--- src/rtl/bus_arbiter_if.sv ---
// bus_arbiter_if: request/grant and driver-enable bundle between bus_arbiter (master) and its requesters (slave).
interface bus_arbiter_if #(
  parameter int NUM_REQ = 4,
  parameter int IDX_W   = 2
);
  logic [NUM_REQ-1:0] req;
  logic [NUM_REQ-1:0] gnt;
  logic [NUM_REQ-1:0] data_en;
  logic [IDX_W-1:0]   owner;
  logic               busy;
  logic               timeout;
  modport master (input req, output gnt, data_en, owner, busy, timeout);
  modport slave  (output req, input gnt, data_en, owner, busy, timeout);
endinterface

--- src/rtl/bus_arbiter.sv ---
// bus_arbiter: round-robin owner of a shared tristate bus with a one-cycle all-off turnaround between tenures.
// Optional BUS_ARB_TIMEOUT_EN bounds each tenure to BURST_MAX cycles and pulses timeout when it is cut short.
module bus_arbiter #(
  parameter int NUM_REQ   = 4,
  parameter int IDX_W     = 2,
  parameter int BURST_MAX = 8
) (
  input logic           clk,
  input logic           rst_,
  bus_arbiter_if.master bus
);
  typedef enum logic [1:0] {IDLE, GRANT, TURN} state_t;
  state_t             state;
  logic [IDX_W-1:0]   ptr;
  logic [IDX_W-1:0]   owner_q;
  logic [IDX_W-1:0]   win;
  logic [IDX_W-1:0]   j;
  logic [NUM_REQ-1:0] gnt_q;
  logic               busy_q;
  logic               to_q;
  logic               found;
  logic               hit;
  assign bus.gnt     = gnt_q;
  assign bus.data_en = gnt_q;
  assign bus.owner   = owner_q;
  assign bus.busy    = busy_q;
  assign bus.timeout = to_q;
  // Scan from farthest to nearest so the last hit is the first requester after ptr.
  always_comb begin
    found = 1'b0;
    win   = '0;
    j     = '0;
    for (int k = NUM_REQ; k >= 1; k--) begin
      j = IDX_W'((int'(ptr) + k) % NUM_REQ);
      if (bus.req[j]) begin
        found = 1'b1;
        win   = j;
      end
    end
  end
`ifdef BUS_ARB_TIMEOUT_EN
  localparam int CW = $clog2(BURST_MAX + 1);
  logic [CW-1:0] cnt;
  always_ff @(posedge clk)
    cnt <= (!rst_ || state != GRANT) ? '0 : cnt + CW'(1);
  assign hit = state == GRANT && bus.req[owner_q] && cnt == CW'(BURST_MAX - 1);
`else
  logic unused_burst;
  assign unused_burst = BURST_MAX != 0;
  assign hit = 1'b0;
`endif
  always_ff @(posedge clk) begin
    if (!rst_) begin
      state   <= IDLE;
      gnt_q   <= '0;
      owner_q <= '0;
      busy_q  <= 1'b0;
      to_q    <= 1'b0;
      ptr     <= IDX_W'(NUM_REQ - 1);
    end else begin
      to_q <= 1'b0;
      case (state)
        GRANT: if (hit || !bus.req[owner_q]) begin
          state  <= TURN;
          gnt_q  <= '0;
          busy_q <= 1'b0;
          to_q   <= hit;
        end
        IDLE, TURN: if (found) begin
          state   <= GRANT;
          gnt_q   <= NUM_REQ'(1) << win;
          owner_q <= win;
          ptr     <= win;
          busy_q  <= 1'b1;
        end else begin
          state  <= IDLE;
          gnt_q  <= '0;
          busy_q <= 1'b0;
        end
        default: state <= IDLE;
      endcase
    end
  end
endmodule
--- src/flat_wrapper.sv ---
// flat-port wrapper written by rule: the top's interface ports become plain ports
module bus_arbiter_flat 
#(
  parameter int NUM_REQ   = 4,
  parameter int IDX_W     = 2,
  parameter int BURST_MAX = 8
)
  (clk, rst_, bus_req, bus_gnt, bus_data_en, bus_owner, bus_busy, bus_timeout);
  bus_arbiter_if #(.NUM_REQ(NUM_REQ), .IDX_W(IDX_W)) bus_i ();
  input logic clk;
  input logic rst_;
  input wire logic [$bits(bus_i.req)-1:0] bus_req;
  output wire logic [$bits(bus_i.gnt)-1:0] bus_gnt;
  output wire logic [$bits(bus_i.data_en)-1:0] bus_data_en;
  output wire logic [$bits(bus_i.owner)-1:0] bus_owner;
  output wire logic [$bits(bus_i.busy)-1:0] bus_busy;
  output wire logic [$bits(bus_i.timeout)-1:0] bus_timeout;
  assign bus_i.req = bus_req;
  assign bus_gnt = bus_i.gnt;
  assign bus_data_en = bus_i.data_en;
  assign bus_owner = bus_i.owner;
  assign bus_busy = bus_i.busy;
  assign bus_timeout = bus_i.timeout;
  bus_arbiter #(.NUM_REQ(NUM_REQ), .IDX_W(IDX_W), .BURST_MAX(BURST_MAX)) u_core (.clk(clk), .rst_(rst_), .bus(bus_i));
endmodule
--- config.mk ---
export PLATFORM = sky130hd
export DESIGN_NAME = bus_arbiter_flat
export DESIGN_NICKNAME = d
export VERILOG_FILES = /design/src/rtl/bus_arbiter_if.sv /design/src/rtl/bus_arbiter.sv /design/src/flat_wrapper.sv
export SDC_FILE = /design/constraint.sdc
export NUM_CORES = 1
export LEC_CHECK = 0
export CORE_MARGIN = 4
export CORE_UTILIZATION = 41
export CTS_BUF_LIST = sky130_fd_sc_hd__clkbuf_8
export DETAILED_ROUTE_END_ITERATION = 8
export GPL_ROUTABILITY_DRIVEN = 0
export PLACE_DENSITY = 0.75
export SLEW_MARGIN = 10
export SYNTH_ARGS = -nofsm -noshare
export SYNTH_HDL_FRONTEND = slang
export SYNTH_SLANG_ARGS = --single-unit
--- constraint.sdc ---
create_clock -name clk -period 1.26 [get_ports clk]
set_input_delay 0.126 -clock clk [delete_from_list [all_inputs] [get_ports clk]]
set_output_delay 0.126 -clock clk [all_outputs]
set_load 0.05 [all_outputs]
==> metrics.txt, run 1 <==
status=complete, but fails checks; violated checks=negative setup slack; # DRC=0; total gr overflow=0; minimum clock period=1415 ps; share of cells above drive strength 1=slightly below 50%; Area Overhead vs Synth=69.18%; # hold bufs at CTS=0; Cell Area, Synth=564.3 µm²; synth warn=0; NumNets Final=88; sequential fraction of the synthesis area=39.02%; number of routed nets with antenna violations=0; syn nets=63; Critical Path RT=1390 ps; Final Max Tran Viols=0; total die area=slightly above 2000 µm²; vias post-DR=501; drt first pass iters=4; final hold vios=0; Global Route Usage Sum=14.05%; post-synthesis async set-or-reset flop share=0%; Worst-Skew Late Latency=230 ps; Non-Filler Instances=96; # rows=13; port bufs=16; Final setup violation count=8; worst min-delay path class=input pin to flop; critical setup path kind=flop to flop; initial antenna violation count=0; LEAKAGE=0.3997 nW; first-pass GRT wire length=2083 µm; CTS tree=done; R2R cell count=4; max_cap viols=0; syn avg cell area=9.900 µm²; die extent in y=45.10 µm; largest net degree at the start of global routing=8; hold path endpoint=u_core.ptr[1]; CTS Sinks=11; Cell Pwr Density=about 1300 nW/µm²; top achievable clock speed=just over 700 MHz; Worst setup SP type=flop; post-synthesis cell type count=29; Tcrit/Tclk final=112.3%; num ports=18; First DRT Iteration DRCs=7; Hold Startpoint=bus_req[2]; Final Skew=0.5969 ps; clock root buffer=clkbuf_8; Die X=45.10 µm; R2R Path Start=u_core.bus.owner[1]; Core Area=1301 µm²; Seq cells post-synth=11; n_diodes=0; routed vias/inst=5.219; Starting Density=roughly 43%; clock buffer depth=2; fin util=between 70 and 80%; number of global-route vias before repair=474; reg-to-reg slack, setup=-150 ps; placed insts=91; Max IR drop VDD=1.374 mV; Post-synth top flop=dfxtp_1; Mapped Cells=57; RSZ-0062 raised after global routing=yes; clock-pin slew on the worst setup and hold paths=about 50 ps; Num CTS Buffers=3; reg2reg end=u_core.bus.data_en[2]; Crit Path Max Fanout=5; CP Launch Point=u_core.bus.owner[1]; CP Data Arrival Time=~1500 ps; number of synthesized flops with an enable pin=0; WHS Path Cells=4; Worst Setup End Kind=flop; final wirelength=1271 µm; post-route setup slack=-154.6 ps; DR WL/cell=13.24 µm; htree depth=1
## cells in the final DEF (no fill, tap or decap), drive strengths merged, types with 2 or more instances in the layout
master and n:
a22o 3, a32o 2, and3 2, and3b 2
buf 21, clkbuf 3, dfxtp 11, dlygate4sd2 4
inv 2, nand2 2, nor2 5, nor2b 2
o21ai 5, o32a 2
## synth_stat cells (2+ instances only)
master   instances  area, µm²
a22o_1           2      17.52
a32o_1           2      20.02
and3b_2          2      20.02
buf_4            5      37.54
dfxtp_1         11      220.2
inv_1            2      7.510
nand2_1          2      7.510
nor2_1           3      11.26
nor2_2           2      12.51
nor2b_1          2      12.51
o21ai_0          5      25.02
o32a_1           2      20.02
## critical path, cell delays in order, from the launching register on
cell and delay, ps:
dfxtp_4 340, mux4_2 540, nor2_4 150, nor2_4 60
a32o_1 210
## what timing repair did
item,4_1_cts,5_1_grt
pin swaps,1,6
setup buffers,1,0
gates resized for setup,9,2
setup endpoints to repair,9,10
## layout make-up
| class | instances | area [µm²] |
|---|---|---|
| Fill cell | 93 | 346.6 |
| Inverter | 2 | 7.507 |
| Timing Repair Buffer | 26 | 340.3 |
| Tap cell | 15 | 18.77 |
| Clock buffer | 3 | 41.29 |
| Clock inverter | 1 | 5.005 |
| Sequential cell | 11 | 227.7 |
| Multi-Input combinational cell | 38 | 314.1 |
## power breakdown
part	switching [mW]	leakage (nW)	internal, mW
clock	0.128	0.0255	0.217
sequential	0.0442	0.0913	0.388
combinational	0.240	0.283	0.244
total	0.412	0.400	0.849
## logic make-up (layout without fill, tap and decap cells)
kind of cell / Yosys count / count (layout) / synth area share, %
compound gates: 16 / 16 / 23.73
buf+inv: 8 / 32 / 8.648
flops: 11 / 11 / 39.02
mux: 2 / 2 / 5.765
other cells: 1 / 1 / 0.6646
simple gates: 19 / 19 / 22.17
## metal layers
metal	vias to the layer above	part of all wire [%]	global-route usage [%]
met3	0	5.6	5.976
met4	0	0	3.509
met1	234	44	18.23
met5	-	0	0
met2	13	50	21.47
li1	254	-	-
## sequential cells by signal, summed over array words and instances, names as in the netlist
signal,flops
u_core.ptr,2
u_core.bus.busy,1
u_core.state,2
u_core.bus.data_en,4
u_core.bus.owner,2
## worst max-delay path by stage
stage,to,depth (start not counted)
floorplan,u_core.bus.data_en[1],4
finish,u_core.bus.data_en[2],4
detailed placement,u_core.ptr[0],6
CTS,u_core.bus.data_en[1],4
global route,u_core.bus.data_en[3],4
global placement,u_core.bus.data_en[0],5
## metrics by stage
step,hold WS (ps),setup TNS (ps),cell area [µm²],power [mW],setup WS (ps)
finish,511.7,-912.6,954.7,1.261,-154.6
global route,525.0,-1390,954.7,1.324,-195.8
floorplan,295.3,-1154,569.3,0.6825,-201.0
global placement,454.5,-3865,884.6,0.8974,-434.0
CTS,481.0,-834.4,944.7,1.266,-136.0
detailed placement,466.7,-4159,884.6,0.9046,-446.2
No activity file was read; power rests on OpenSTA's default activity.
==> run 2, diff against run 1 <==
--- a/config.mk
+++ b/config.mk
@@ -11,7 +11,7 @@
 export DETAILED_ROUTE_END_ITERATION = 8
 export GPL_ROUTABILITY_DRIVEN = 0
 export PLACE_DENSITY = 0.75
-export SLEW_MARGIN = 10
+export SLEW_MARGIN = 25
 export SYNTH_ARGS = -nofsm -noshare
 export SYNTH_HDL_FRONTEND = slang
 export SYNTH_SLANG_ARGS = --single-unit
==> constraint.sdc (replaced) <==
create_clock -name clk -period 1.26 [get_ports clk]
set_input_delay 0.189 -clock clk [delete_from_list [all_inputs] [get_ports clk]]
set_output_delay 0.189 -clock clk [all_outputs]
set_load 0.05 [all_outputs]
==> run 2 against run 1 <==
  * Register-to-register slack about the same
  * Critical path type unchanged
  * The run still ends with negative setup slack left
  * Flip-flop and latch count unchanged
  * Clock-buffer cell count unchanged
  * Worst hold slack lost 21 ps
  * Largest power group unchanged
  * Largest cell class unchanged
  * Global-route usage is 1.5 points higher
  * Sequential share of layout area fell by 0.50 points
  * Sequential power up 3%
==> metrics.txt, run 2 (synthesized netlist as in run 1, its figures left out) <==
clock root buffer=clkbuf_8; Worst setup SP type=flop; CTS Sinks=11 (unchanged); RSZ-0062 raised after global routing=yes; num ports=18 (unchanged); Num CTS Buffers=3 (unchanged); R2R cell count=4 (unchanged); clock-pin slew on the worst setup and hold paths=50 ps (about the same); number of routed nets with antenna violations=0 (unchanged); Final setup violation count=8 (unchanged); WHS Path Cells=1 (-3); worst min-delay path class=flop to flop; drt first pass iters=4 (unchanged); number of global-route vias before repair=498 (+5.1%); total gr overflow=0 (unchanged); Max IR drop VDD=0.9905 mV (-28%); share of cells above drive strength 1=53.66% (+5.5 points); Area Overhead vs Synth=74.72%; crit-path most repeated cell=nor2_2; minimum clock period=1401 ps (-13.90 ps); most frequent cells in the layout=buf_12, buf_4, dfxtp_1, nor2_2; Global Route Usage Sum=15.52% (+1.5 points); Worst-Skew Late Latency=240 ps (about the same); post-route setup slack=-140.7 ps (+13.90 ps); final hold vios=0 (unchanged); Levels on crit path=4 (unchanged); CP Data Arrival Time=1530 ps (about the same); CP max stage cell=mux4_2; Starting Density=43.37% (unchanged); CTS tree=done; vias post-DR=555 (+11%); total die area=2034 µm² (unchanged); Critical Path RT=1390 ps (about the same); Hold WS=490.4 ps (-21.29 ps); Tcrit/Tclk final=111.2% (-1.1 points); Final Skew=0.5352 ps (-0.06166 ps); violated checks=negative setup slack; slowest stage delay, CP=530 ps (about the same); critical setup path kind=flop to flop; Final Max Tran Viols=0 (unchanged); HPWL Detailed=about 1100 µm; CP delay by family, top=multiplexers; Core Area=1301 µm² (unchanged); Setup TNS=-881.4 ps (+31.27 ps); port bufs=16 (unchanged); routed vias/inst=5.663 (+8.5%); Die X=45.10 µm (unchanged); DR WL/cell=15.72 µm (+19%); NumNets Final=89 (+1.1%); Crit Path Max Fanout=5 (unchanged); LEAKAGE=0.4152 nW (+3.9%); Worst Setup End Kind=flop; htree depth=1 (unchanged); worst-path cell chain=mux4_2 > nor2_2 > nor2_2 > a32o_1; number of flip-flops in the largest register=4 (unchanged); Placed Instance Area=877.1 µm² (-0.85%); clock buffer depth=2 (unchanged); status=complete, but fails checks; top achievable clock speed=713.9 MHz (+0.99%); max_cap viols=0 (unchanged); # rows=13 (unchanged); crit path buf inv count=0 (unchanged); First DRT Iteration DRCs=28 (+21); first-pass GRT wire length=2235 µm (+7.3%); largest net degree at the start of global routing=9 (+1); Cell Pwr Density=1325 nW/µm² (+0.31%); final wirelength=1541 µm (+21%); Final Instance Area=985.9 µm² (+3.3%); # DRC=0 (unchanged); most common cell after layout, fill and taps aside=buf_12; initial antenna violation count=1 (+1); die extent in y=45.10 µm (unchanged)
run 2: worst paths after layout:
check	start	endpoint	slack (ps)
min reg2reg	u_core.state[1]	u_core.state[1]	490
min	u_core.state[1]	u_core.state[1]	490
max reg2reg	u_core.bus.owner[1]	u_core.bus.data_en[2]	-140
max	u_core.bus.owner[1]	u_core.bus.data_en[2]	-140
run 2: area by class of cell:
cell class	instances	area, µm²
Sequential cell	11	230.2
Clock buffer	3	41.29
Antenna cell	1	2.502
Fill cell	94	315.3
Tap cell	15	18.77
Multi-Input combinational cell	38	320.3
Timing Repair Buffer	27	360.3
Clock inverter	1	5.005
Inverter	2	7.507
run 2: metrics by stage:
stage | setup slack (ps) | total power [mW] | util (%) | std cells
5_1_grt | -190.5 | 1.353 | 75.77 | 98
6_report | -140.7 | 1.307 | 75.77 | 98
4_1_cts | -144.2 | 1.282 | 73.85 | 96
3_5_place_dp | -531.0 | 0.8967 | 67.40 | 90
2_1_floorplan | -201.0 | 0.6825 | - | 57
3_3_place_gp | -467.6 | 0.8897 | 67.40 | 90
run 2: timing repair:
action / CTS / global route
setup endpoints to repair: 10 / 10
hold buffers: 0 / 0
resized for setup: 13 / 6
buffers inserted: 2 / 1
pin swaps: 4 / 1
run 2: worst register-to-register path: stages, from the launching register on:
cell and delay, ps:
dfxtp_4 350, mux4_2 530, nor2_2 110, nor2_2 80, a32o_1 220
run 2: routing by layer:
| layer | vias to the layer above | GRT usage (%) | routed length [µm] |
|---|---|---|---|
| met3 | 4 | 5.179 | 117 |
| met5 | - | 0 | 0 |
| met1 | 262 | 17.44 | 557 |
| met4 | 0 | 4.678 | 46 |
| li1 | 260 | - | - |
| met2 | 29 | 27.40 | 820 |
run 2: where the power goes:
part | total (mW) | internal [mW] | switching [mW]
Clock | 0.362 | 0.218 | 0.144
Combinational | 0.500 | 0.259 | 0.241
Sequential | 0.445 | 0.388 | 0.0572
==> run 3, diff against run 2 <==
--- a/config.mk
+++ b/config.mk
@@ -5,12 +5,15 @@
 export SDC_FILE = /design/constraint.sdc
 export NUM_CORES = 1
 export LEC_CHECK = 0
+export CAP_MARGIN = 20
 export CORE_MARGIN = 4
 export CORE_UTILIZATION = 41
 export CTS_BUF_LIST = sky130_fd_sc_hd__clkbuf_8
 export DETAILED_ROUTE_END_ITERATION = 8
 export GPL_ROUTABILITY_DRIVEN = 0
+export HOLD_SLACK_MARGIN = 0.15
 export PLACE_DENSITY = 0.75
+export SETUP_SLACK_MARGIN = 0.4
 export SLEW_MARGIN = 25
 export SYNTH_ARGS = -nofsm -noshare
 export SYNTH_HDL_FRONTEND = slang
==> run 3 against run 2 <==
  * The flow still finishes with violations (negative setup slack)
  * Die area unchanged
  * Total power is 0.87% lower
  * Largest cell class unchanged
  * Routed wire length shrank 5.3%
  * Worst setup slack gained 1.7 ps
  * Worst hold slack worse by 11 ps
  * Clock power is 2% lower
  * Sequential power fell by 2%
  * Critical path depth did not move
  * Sequential share of layout area is 1.2 points higher
  * Design area rose by 2.0%
  * Maximum frequency is 0.12% higher
  * Utilization rose by 1.5 points
==> metrics.txt, run 3 (synthesized netlist as in run 1, its figures left out) <==
status=complete, but fails checks; violated checks=negative setup slack; post-route setup slack=-139.0 ps (+1.715 ps); Worst setup SP type=flop; top achievable clock speed=714.8 MHz (+0.12%); reg2reg end=u_core.bus.data_en[3]; CTS Sinks=11 (unchanged); HPWL Detailed=1060 µm (-0.21%); port bufs=16 (unchanged); final hold vios=0 (unchanged); hold path endpoint=u_core.state[1]; worst-path cell chain=mux4_2 > nor2_2 > nor2_2 > a22o_1; filler instances=85 (-9.6%); most frequent cells in the layout=buf_4, buf_12, dfxtp_4, dlygate4sd2_1; Final Max Tran Viols=0 (unchanged); Num CTS Buffers=3 (unchanged); Place WS=-486.0 ps (+45.00 ps); NumNets Final=92 (+3.4%); Critical Path RT=1390 ps (about the same); die extent in y=45.10 µm (unchanged); R2R Path Start=u_core.bus.owner[1]; drt first pass iters=4 (unchanged); most common cell after layout, fill and taps aside=buf_4; slowest stage delay, CP=530 ps (about the same); largest net degree at the start of global routing=8 (-1); n_diodes=0 (-1); Starting Density=43.37% (unchanged); final wirelength=1460 µm (-5.3%); Global Route Usage Sum=15.54% (+0.026 points); crit-path most repeated cell=nor2_2; # rows=13 (unchanged); total gr overflow=0 (unchanged); clock buffer depth=2 (unchanged); clock root buffer=clkbuf_8; LEAKAGE=0.4244 nW (+2.2%); Final Skew=1.052 ps (+0.5165 ps); share of cells above drive strength 1=57.65% (+4.0 points); CP delay by family, top=multiplexers; Worst-Skew Late Latency=240 ps (about the same); htree depth=1 (unchanged); Core Area=1301 µm² (unchanged); # DRC=0 (unchanged); vias post-DR=520 (-6.3%); worst min-delay path class=flop to flop; CP Launch Point=u_core.bus.owner[1]; Hold Startpoint=u_core.state[1]; Pwr Total=1.295 mW (-0.87%); number of global-route vias before repair=496 (-0.40%); DR WL/cell=14.60 µm (-7.2%); RSZ-0062 raised after global routing=yes; initial antenna violation count=0 (-1); num ports=18 (unchanged); Tcrit/Tclk final=111.0% (-0.14 points); Crit Path Max Fanout=5 (unchanged); critical setup path kind=flop to flop; total die area=2034 µm² (unchanged); Die X=45.10 µm (unchanged); Worst Setup End Kind=flop; CP Data Arrival Time=1530 ps (about the same); number of routed nets with antenna violations=0 (unchanged); minimum clock period=1399 ps (-1.715 ps); WHS Path Cells=1 (unchanged); placed insts=90 (unchanged); Hold WS=479.2 ps (-11.17 ps); CP max stage cell=mux4_2; first-pass GRT wire length=2180 µm (-2.5%); crit path buf inv count=0 (unchanged); Non-Filler Instances=100 (+2.0%); fin util=77.31% (+1.5 points); Max IR drop VDD=0.8552 mV (-14%); CTS tree=done; max_cap viols=0 (unchanged); R2R cell count=4 (unchanged); routed vias/inst=5.200 (-8.2%); First DRT Iteration DRCs=8 (-71%); Area Overhead vs Synth=78.27%; Final setup violation count=7 (-1); number of flip-flops in the largest register=4 (unchanged); clock-pin slew on the worst setup and hold paths=50 ps (about the same); reg-to-reg slack, setup=-140 ps (about the same); Cell Pwr Density=1288 nW/µm² (-2.8%)
==> run 3: cell types whose count changed in the layout (fill, tap and decap cells not counted), sizes merged <==
cell           before  now
buf                22   25
clkdlybuf4s15       1    0
diode               1    0
dlygate4sd2         3    4
==> run 3: where the power goes <==
group / total (mW) / switching, mW / internal [mW]
combinational: 0.504 / 0.242 / 0.261
clock: 0.354 / 0.137 / 0.217
sequential: 0.437 / 0.0484 / 0.389
==> run 3: cell type report <==
cell class,count,area [µm²],area share [%]
multi-input cells,38,309.0,30.72
clock buffers,3,41.29,4.104
clock inverters,1,5.005,0.4975
well taps,15,18.77,1.866
repair buffers,30,377.9,37.56
inverters,2,7.507,0.7463
flip-flops and latches,11,246.5,24.50
==> run 3: timing repair <==
| item | CTS | global route |
|---|---|---|
| gates resized for setup | 8 | 2 |
| endpoints found under the setup margin | 22 | 22 |
| hold buffers | 0 | 0 |
| buffers inserted | 1 | 5 |
| pin swaps | 0 | 0 |
==> run 3: metrics by stage <==
stage | cell area, µm² | setup TNS (ps)
after global routing | 1006 | -1231
final | 1006 | -794.8
after detailed placement | 894.6 | -4512
after floorplan | 586.8 | -1148
after global placement | 894.6 | -4282
after CTS | 959.7 | -787.9
==> run 3: how the worst max path moves through the flow <==
stage	endpoint	slack (ps)	depth (start not counted)
global placement	u_core.bus.data_en[0]	-460	5
global route	u_core.bus.data_en[2]	-170	4
detailed placement	u_core.bus.data_en[3]	-490	5
CTS	u_core.bus.data_en[3]	-140	4
floorplan	u_core.bus.data_en[1]	-200	4
finish	u_core.bus.data_en[3]	-140	4
==> run 3: worst reg2reg max path, delay by kind of cell (launching register included) <==
family,cells,cell delay [ps]
flip-flops,1,340
multiplexers,1,530
AND/OR/NAND/NOR,2,190
AO/OA/AOI/OAI,1,220
==> run 3: metal layers <==
layer  share of wire, %  track usage (%)
met5                  0                0
met2                 53            25.71
met1                 40            16.79
met4                1.1            7.018
met3                5.2            7.171
